[src/rtl/modulador_pkg.sv]
// Shared types and elaboration-time helpers for the BPSK modulator.
package modulador_pkg;

  typedef enum logic {
    ST_IDLE = 1'b0,
    ST_SEND = 1'b1
  } state_e;

  // Offset-binary mid-scale code: 2**(sample_w-1).
  function automatic int mid_value(input int sample_w);
    return 1 << (sample_w - 1);
  endfunction

  // One sine-table entry, rounded half away from zero.
  function automatic int lut_entry(input int sample_w, input int sps_log2, input int k);
    real pi;
    real v;
    int  amp;
    int  n;
    int  r;
    pi  = 3.14159265358979323846;
    n   = 1 << sps_log2;
    amp = mid_value(sample_w) - 1;
    v   = real'(amp) * $sin(2.0 * pi * real'(k) / real'(n));
    if (v >= 0.0) r = $rtoi(v + 0.5);
    else          r = -$rtoi(-v + 0.5);
    return mid_value(sample_w) + r;
  endfunction

endpackage

[src/rtl/modulador_sine_lut.sv]
// Combinational sine ROM: one full period of 2**SPS_LOG2 offset-binary samples.
module modulador_sine_lut
  import modulador_pkg::*;
#(
  parameter int SAMPLE_W = 8,
  parameter int SPS_LOG2 = 5
) (
  input  logic [SPS_LOG2-1:0] idx_i,
  output logic [SAMPLE_W-1:0] sample_o
);

  localparam int N = 1 << SPS_LOG2;

  logic [SAMPLE_W-1:0] rom [N];

  for (genvar k = 0; k < N; k++) begin : g_rom
    localparam int VAL = lut_entry(SAMPLE_W, SPS_LOG2, k);
    assign rom[k] = SAMPLE_W'(VAL);
  end

  assign sample_o = rom[idx_i];

endmodule

[src/rtl/modulador_psk.sv]
// BPSK baseband modulator: bytes in (LSB first), one sine period per bit out.
// Define MODULADOR_DIFF_EN for differential encoding against a persistent phase reference.
module modulador_psk
  import modulador_pkg::*;
#(
  parameter int SAMPLE_W = 8,
  parameter int SPS_LOG2 = 5,
  parameter int BYTE_W   = 8
) (
  input  logic                clk,
  input  logic                rst,
  input  logic [BYTE_W-1:0]   dado,
  input  logic                dado_valid,
  output logic                dado_ready,
  output logic [SAMPLE_W-1:0] saida,
  output logic                busy,
  output logic                flag_byte
);

  localparam int                  BIT_W = (BYTE_W > 1) ? $clog2(BYTE_W) : 1;
  localparam logic [SAMPLE_W-1:0] MID   = SAMPLE_W'(mid_value(SAMPLE_W));
  localparam logic [SPS_LOG2-1:0] HALF  = {1'b1, {(SPS_LOG2-1){1'b0}}};
  localparam logic [SPS_LOG2-1:0] SMP_MAX = '1;
  localparam logic [BIT_W-1:0]    BIT_MAX = BIT_W'(BYTE_W - 1);

  state_e              state_q;
  logic [SPS_LOG2-1:0] smp_cnt_q;
  logic [BIT_W-1:0]    bit_cnt_q;
  logic [BYTE_W-1:0]   shift_q;
  logic [SAMPLE_W-1:0] saida_q;
  logic                busy_q;
  logic                flag_byte_q;

  logic                smp_last;
  logic                word_last;
  logic                accept;
  logic                tx_bit;
  logic [SPS_LOG2-1:0] lut_idx;
  logic [SAMPLE_W-1:0] lut_sample;

  // Handshake: a word is taken on any edge where dado_valid && dado_ready.
  // dado_ready is high in IDLE and on the final sample of a word, so words
  // can chain without a gap; dado is ignored whenever dado_ready is low.
  assign smp_last   = (smp_cnt_q == SMP_MAX);
  assign word_last  = (state_q == ST_SEND) && smp_last && (bit_cnt_q == BIT_MAX);
  assign dado_ready = (state_q == ST_IDLE) || word_last;
  assign accept     = dado_valid && dado_ready;

`ifdef MODULADOR_DIFF_EN
  logic phase_ref_q;
  assign tx_bit = phase_ref_q ^ shift_q[0];

  // The reference survives word boundaries and IDLE; only reset clears it.
  always_ff @(posedge clk) begin
    if (rst) begin
      phase_ref_q <= 1'b0;
    end else if ((state_q == ST_SEND) && smp_last) begin
      phase_ref_q <= tx_bit;
    end
  end
`else
  assign tx_bit = shift_q[0];
`endif

  // A half-table offset gives the 180 degree phase; the sum wraps mod N.
  assign lut_idx = smp_cnt_q + (tx_bit ? HALF : '0);

  modulador_sine_lut #(
    .SAMPLE_W (SAMPLE_W),
    .SPS_LOG2 (SPS_LOG2)
  ) u_lut (
    .idx_i    (lut_idx),
    .sample_o (lut_sample)
  );

  always_ff @(posedge clk) begin
    if (rst) begin
      state_q     <= ST_IDLE;
      smp_cnt_q   <= '0;
      bit_cnt_q   <= '0;
      shift_q     <= '0;
      saida_q     <= MID;
      busy_q      <= 1'b0;
      flag_byte_q <= 1'b0;
    end else begin
      flag_byte_q <= 1'b0;
      case (state_q)
        ST_IDLE: begin
          saida_q <= MID;
          busy_q  <= 1'b0;
          if (accept) begin
            shift_q   <= dado;
            smp_cnt_q <= '0;
            bit_cnt_q <= '0;
            state_q   <= ST_SEND;
          end
        end
        ST_SEND: begin
          saida_q   <= lut_sample;
          busy_q    <= 1'b1;
          smp_cnt_q <= smp_cnt_q + SPS_LOG2'(1);
          if (smp_last) begin
            shift_q   <= shift_q >> 1;
            bit_cnt_q <= bit_cnt_q + BIT_W'(1);
          end
          // busy drops one edge later, together with saida returning to MID.
          if (word_last) begin
            flag_byte_q <= 1'b1;
            bit_cnt_q   <= '0;
            if (accept) begin
              shift_q   <= dado;
              smp_cnt_q <= '0;
            end else begin
              state_q <= ST_IDLE;
            end
          end
        end
        default: state_q <= ST_IDLE;
      endcase
    end
  end

  assign saida     = saida_q;
  assign busy      = busy_q;
  assign flag_byte = flag_byte_q;

endmodule

[config.mk]
export PLATFORM = sky130hd
export DESIGN_NAME = modulador_psk
export DESIGN_NICKNAME = d
export VERILOG_FILES = /design/src/rtl/modulador_pkg.sv /design/src/rtl/modulador_sine_lut.sv /design/src/rtl/modulador_psk.sv
export SDC_FILE = /design/constraint.sdc
export NUM_CORES = 1
export LEC_CHECK = 0
export ABC_AREA = 1
export CORE_UTILIZATION = 58
export CTS_CLUSTER_SIZE = 28
export DETAILED_ROUTE_END_ITERATION = 12
export GPL_TIMING_DRIVEN = 0
export PLACE_DENSITY = 0.85
export SKIP_CTS_REPAIR_TIMING = 1
export SLEW_MARGIN = 20
export SYNTH_ARGS = -nofsm -noshare
export SYNTH_HDL_FRONTEND = slang
export SYNTH_SLANG_ARGS = --single-unit
[constraint.sdc]
create_clock -name clk -period 3.9 [get_ports clk]
set_clock_uncertainty 0.2 [all_clocks]
set_input_delay 1.17 -clock clk [delete_from_list [all_inputs] [get_ports clk]]
set_output_delay 1.17 -clock clk [all_outputs]
set_load 0.01 [all_outputs]
# Yosys cells after proc, flatten, opt, wreduce, memory -nomap -nowiden
# Memories as Yosys holds them, arrays and structs flattened.
# Cells that the tools add are included.
[op_classes]
n_eq_ne = 4
reduce_logical = 6
shifts = 0
n_bitwise = 2
muxes = 22
order_cmp = 1
n_mul = 0
n_addsub = 3
div = 0
[ops]
columns = ["op", "n"]
rows = [
  ["2-to-1 mux 8 bit", 6],
  ["one-hot mux 8 bit (2 select lines)", 2],
  ["2-to-1 mux 5 bit", 4],
  ["one-hot mux 5 bit (2 select lines)", 1],
  ["2-to-1 mux 3 bit", 3],
  [">= comparator 6 bit (second input constant)", 1],
  ["inverter 5 -> 6 bit", 1],
  ["one-hot mux 3 bit (2 select lines)", 1],
  ["adder 5 x 1 -> 5 bit (second input constant)", 1],
  ["adder 5 bit", 1],
  ["== test 5 bit (second input constant)", 1],
  ["one-hot mux 1 bit (2 select lines)", 2],
  ["adder 3 x 1 -> 3 bit (second input constant)", 1],
  ["== test 3 bit (second input constant)", 1],
  ["logical AND 1 bit", 3],
  ["2-to-1 mux 1 bit", 3],
  ["inequality test 3 x 1 -> 1 bit (second input constant)", 1],
  ["inequality test 2 bit (second input constant)", 1],
  ["AND reduction 2 bit", 1],
  ["OR reduction 2 bit", 1],
  ["logical OR 1 bit", 1],
  ["inverter 1 bit", 1],
]
[word_totals]
output_inout_bits = 11
inputBits = 11
mem_bits_rw = 0
memories = 1
mem_bits_ro = 256
reg_bits = 27
latch_bits = 0
elab_cells = 46
[memory_table]
columns = ["name", "depth", "width", "read_ports", "rd_ports_with_merged_regs", "wr", "line", "rtl"]
rows = [
  ["(no name shown)", 32, 8, 1, 0, 0, "modulador_sine_lut.sv:21", "assign sample_o = rom[idx_i];"],
]

# Longest topological paths before layout
[depth]
word_depth = 8
depth_mapped = 12
ltp_nobuf = 11

# By module
# From an unflattened synthesis, not the netlist that was laid out.
[hier_totals]
cells_unflattened = 280
area_unflattened_um2 = 1836.8
[modules_own_cells]
columns = ["mod", "n_inst", "cells_each", "area_each_um2", "seq_area_each_um2"]
rows = [
  ["modulador_psk", 1, 182, 1327.5, 540.5],
  ["modulador_sine_lut", 1, 98, 509.2, 0.0],
]

# Worst setup path before layout
# No wires, ideal clock.
[synth_path]
path_type = "flip-flop to output port"
from = "register smp_cnt_q[0]"
to = "output dado_ready"
required_ns = 2.530
path_stages_with_launch = 10
t_arrival_ns = 1.497
path_buffers = 1
setup_slack_ns = 1.033
cell_sequence = "dfxtp_1 -> ha_1 -> inv_1 -> nor3_1 -> ha_1 -> buf_6 -> nand2_1 -> nor2_2 -> inv_1 -> nand2_2"
[synth_via]
elab_chain_cells = 4
[synth_rtl]
columns = ["element", "line", "rtl"]
rows = [
  ["start: declaration", "modulador_psk.sv:27", "logic [SPS_LOG2-1:0] smp_cnt_q;"],
  ["start signal: assignment", "modulador_psk.sv:101", "smp_cnt_q <= smp_cnt_q + SPS_LOG2'(1);"],
  ["== test 5 bit", "modulador_psk.sv:44", "assign smp_last = (smp_cnt_q == SMP_MAX);"],
  ["logical AND 1 bit (2 in a row)", "modulador_psk.sv:45", "assign word_last = (state_q == ST_SEND) && smp_last && (bit_cnt_q == BIT_MAX);"],
  ["logical OR 1 bit", "modulador_psk.sv:46", "assign dado_ready = (state_q == ST_IDLE) || word_last;"],
  ["end: declaration", "modulador_psk.sv:14", "output logic dado_ready,"],
]
# No other way between the ends.

# Final worst setup path
# Ends and elaborated chain as after synthesis.

==> results_dict.tcl <==
set metrics [dict create \
    final_design_area_no_fill_sq_mm 0.00195 \
    cp_data_arrival_time_ps 2060 \
    cp-start-kind "flop" \
    cellInternalPower_mw 0.372 \
    grt_use_total 0.263 \
    synth.net_count 271 \
    fp.dieH_microns 54.9 \
    switching_power_mw 0.153 \
    postSynthRegisterBits 27 \
    yosys.cell_types.count 27 \
    count_of_maximum_capacitance_violations 0 \
    combinationalPowerShare 0.193 \
    power_share_of_the_sequential_group 0.562 \
    half_perimeter_wire_length_after_placement_mm 2.68 \
    initial_antenna_violation_count 0 \
    via_per_inst 5.25 \
    hold_viol 0 \
    cts_made_buffers 3 \
    timing_max_transition_violations_final 0 \
    synth_ff_type "dfxtp_1" \
    vias_in_the_first_global_route 1312 \
    htreeDepth 1 \
    worstReg2RegStart "smp_cnt_q[0]$_SDFFE_PP0P_" \
    initial_core_util 0.631 \
    ys_async_sr_fraction 0 \
    drt_wl_total_mm 3.62 \
    cellLeakagePower_nw 0.916 \
    yosys_warnings 0 \
    final_layout_size_suffix_gt1_frac 0.0899 \
    power.share.clock 0.244 \
    area.growth.synth_to_final_pct 20.3 \
    global_route.overflow_total 0 \
    hold-path-cell-count 2 \
    routed_wire_length_per_instance_microns 11.7 \
    num_vias 1617 \
    power-per-cell-area_mw_per_mm2 269 \
    netlist.top_cell.by_area "dfxtp_1" \
    status "completed" \
    clk_path_buf_depth 2 \
    drtAntennaViolNets 0 \
    fin_crit_sh 0.880 \
    die-width_microns 54.9 \
    core_sq_mm 0.00257 \
    first_pass_iters 4 \
    remaining_drc_errors 0 \
    cts_tree "built" \
    use_met2 0.420 \
    ff2ff_setup_slack_ps 1740 \
    grt_use_met3 0.0306 \
    required_ps 2530 \
    holdCritPathClass "reg -> reg" \
    n_fill_cell 207 \
    numClockSinks 27 \
    num_io_pins 22 \
    synthesis.instances 249 \
    worst_ir_drop_vdd_uv 216 \
    clock-root-buffer "clkbuf_4" \
    first_pass_grt_wire_length_mm 5.71 \
    post_dp_cell_area_sq_mm 0.00187 \
    endpoint_kind "output pin" \
    grt.busiest_layer "met2" \
    synth.yosys.seq_area_share 0.334 \
    netlist.area_leader.share 0.334 \
    grt_setup_unrepaired "false" \
    synth_enable_flop_cells 0 \
    groute.layer.met1.usage 0.369 \
    worst_hold_startpoint "bit_cnt_q[2]$_SDFFE_PP0P_" \
    r2r_end "smp_cnt_q[3]$_SDFFE_PP0P_" \
    report.final.setup_viol 0 \
    clock_insertion_delay_worst_skew_ps 330 \
    tmin_final_ps 3430 \
    reg2reg_depth 10 \
    finalNetCount 301 \
    initialDrtViolationCount 67 \
    place_congestion 0.913 \
    syn_area_per_cell_sq_um 6.51 \
    tightest_slew_ps 472 \
    slew_hr 0.683 \
    crit_path_max_fanout 10 \
    fmax_ghz 0.291 \
    p_sw_frac 0.292 \
    clk_pin_slew_worst_paths_ps 160 \
    die_area_sq_mm 0.00301 \
    port-buffer-count 21 \
    finalPower_mw 0.525 \
    worst_setup_path_startpoint "smp_cnt_q[0]$_SDFFE_PP0P_" \
    min_delay_worst_endpoint "bit_cnt_q[2]$_SDFFE_PP0P_" \
    grt_start_max_net_pins 17 \
    path_class "reg -> out" \
    std_cell_rows 18 \
    antenna-diode-count 0 \
    syn_area_sq_mm 0.00162 \
    post_synth_main_area_contributors "dfxtp_1 33%, nand2_1 17%, ha_1 8.5%, nor2_1 6.7%, nand3_1 6.5%" \
]
## per-layer routing
metal / part of all wire / vias up
met4: 0.012 / 0
met2: 0.45 / 50
met3: 0.052 / 6
met1: 0.48 / 711
li1: - / 850
met5: 0 / -
## flip-flops by register name (all words and copies together), names as in the netlist
register / count
flag_byte: 1
state_q: 1
saida: 8
smp_cnt_q: 5
busy: 1
bit_cnt_q: 3
shift_q: 8
## final cells by class
type | instances | area [sq um] | area share
Buffer | 6 | 38.8 | 0.0199
Clock buffer | 3 | 22.5 | 0.0116
Inverter | 28 | 105 | 0.0539
Clock inverter | 1 | 7.51 | 0.00385
Tap cell | 30 | 37.5 | 0.0193
Sequential cell | 27 | 548 | 0.281
Multi-Input combinational cell | 187 | 940 | 0.482
Timing Repair Buffer | 26 | 250 | 0.128
## metrics by stage
stage	setup slack, ps	TNS [ps]	hold WS, ps	cells	util
6_report	469	0	277	308	0.759
5_1_grt	334	0	333	308	0.759
4_1_cts	-127	-127	286	304	0.739
3_5_place_dp	252	0	266	300	0.728
3_3_place_gp	275	0	255	300	0.728
2_1_floorplan	1030	0	238	249	-
## critical path, cell delays in order, from the launching register on
cell	delay [ps]
dfxtp_4	420
ha_2	220
inv_1	70
nor3_1	140
ha_1	190
buf_6	140
nand2_1	110
nor2_4	140
inv_1	80
nand2_2	80
dlymetal6s2s_1	160
## cells by family (layout without fill, tap and decap cells)
family | count (synthesis) | in the layout | synth area share
and+or+nand+nor | 134 | 134 | 0.348
AOI/OAI and AO/OA | 40 | 40 | 0.131
buffers and inverters | 35 | 64 | 0.0911
DFF | 27 | 27 | 0.334
adders and majority gates | 11 | 11 | 0.0849
xor gates and xnor gates | 2 | 2 | 0.0108
## synth_stat cells (all sizes together), types with 2 or more instances
cell type	count
nand2	76
nor2	32
inv	28
dfxtp	27
nand3	21
a21oi	19
o21ai	15
ha	11
buf	4
a21boi	3
clkbuf	3
nand4	2
## worst max path at each step
stage          depth (start not counted)         end
2_1_floorplan                          9  dado_ready
3_3_place_gp                          10  dado_ready
3_5_place_dp                          10  dado_ready
4_1_cts                               10  dado_ready
5_1_grt                               10  dado_ready
6_report                              10  dado_ready
## placed cells by master, fill, tap and decap left out, drive strengths merged
| master | n |
|---|---|
| xor2 | 1 |
| nor2 | 32 |
| a31oi | 1 |
| clkdlybuf4s50 | 20 |
| dfxtp | 27 |
| clkbuf | 5 |
| and2 | 1 |
| dlymetal6s2s | 1 |
| clkinvlp | 1 |
| o22ai | 1 |
| or2 | 1 |
| ha | 11 |
| a21boi | 3 |
| xnor2 | 1 |
| buf | 9 |
| nand4 | 2 |
| nand2 | 76 |
| o211ai | 1 |
| nand3 | 21 |
| o21ai | 15 |
| nor3 | 1 |
| a21oi | 19 |
| inv | 28 |
## power by group through the flow
| stage | registers (mW) | clock network [mW] | logic, mW |
|---|---|---|---|
| 4_1_cts | 0.296 | 0.128 | 0.0955 |
| 3_5_place_dp | 0.302 | 0 | 0.0949 |
| 2_1_floorplan | 0.301 | 0 | 0.0622 |
| 5_1_grt | 0.297 | 0.137 | 0.115 |
| 3_3_place_gp | 0.302 | 0 | 0.0935 |
| 6_report | 0.295 | 0.128 | 0.102 |
Note: power is estimated with default switching activity, not from simulation.
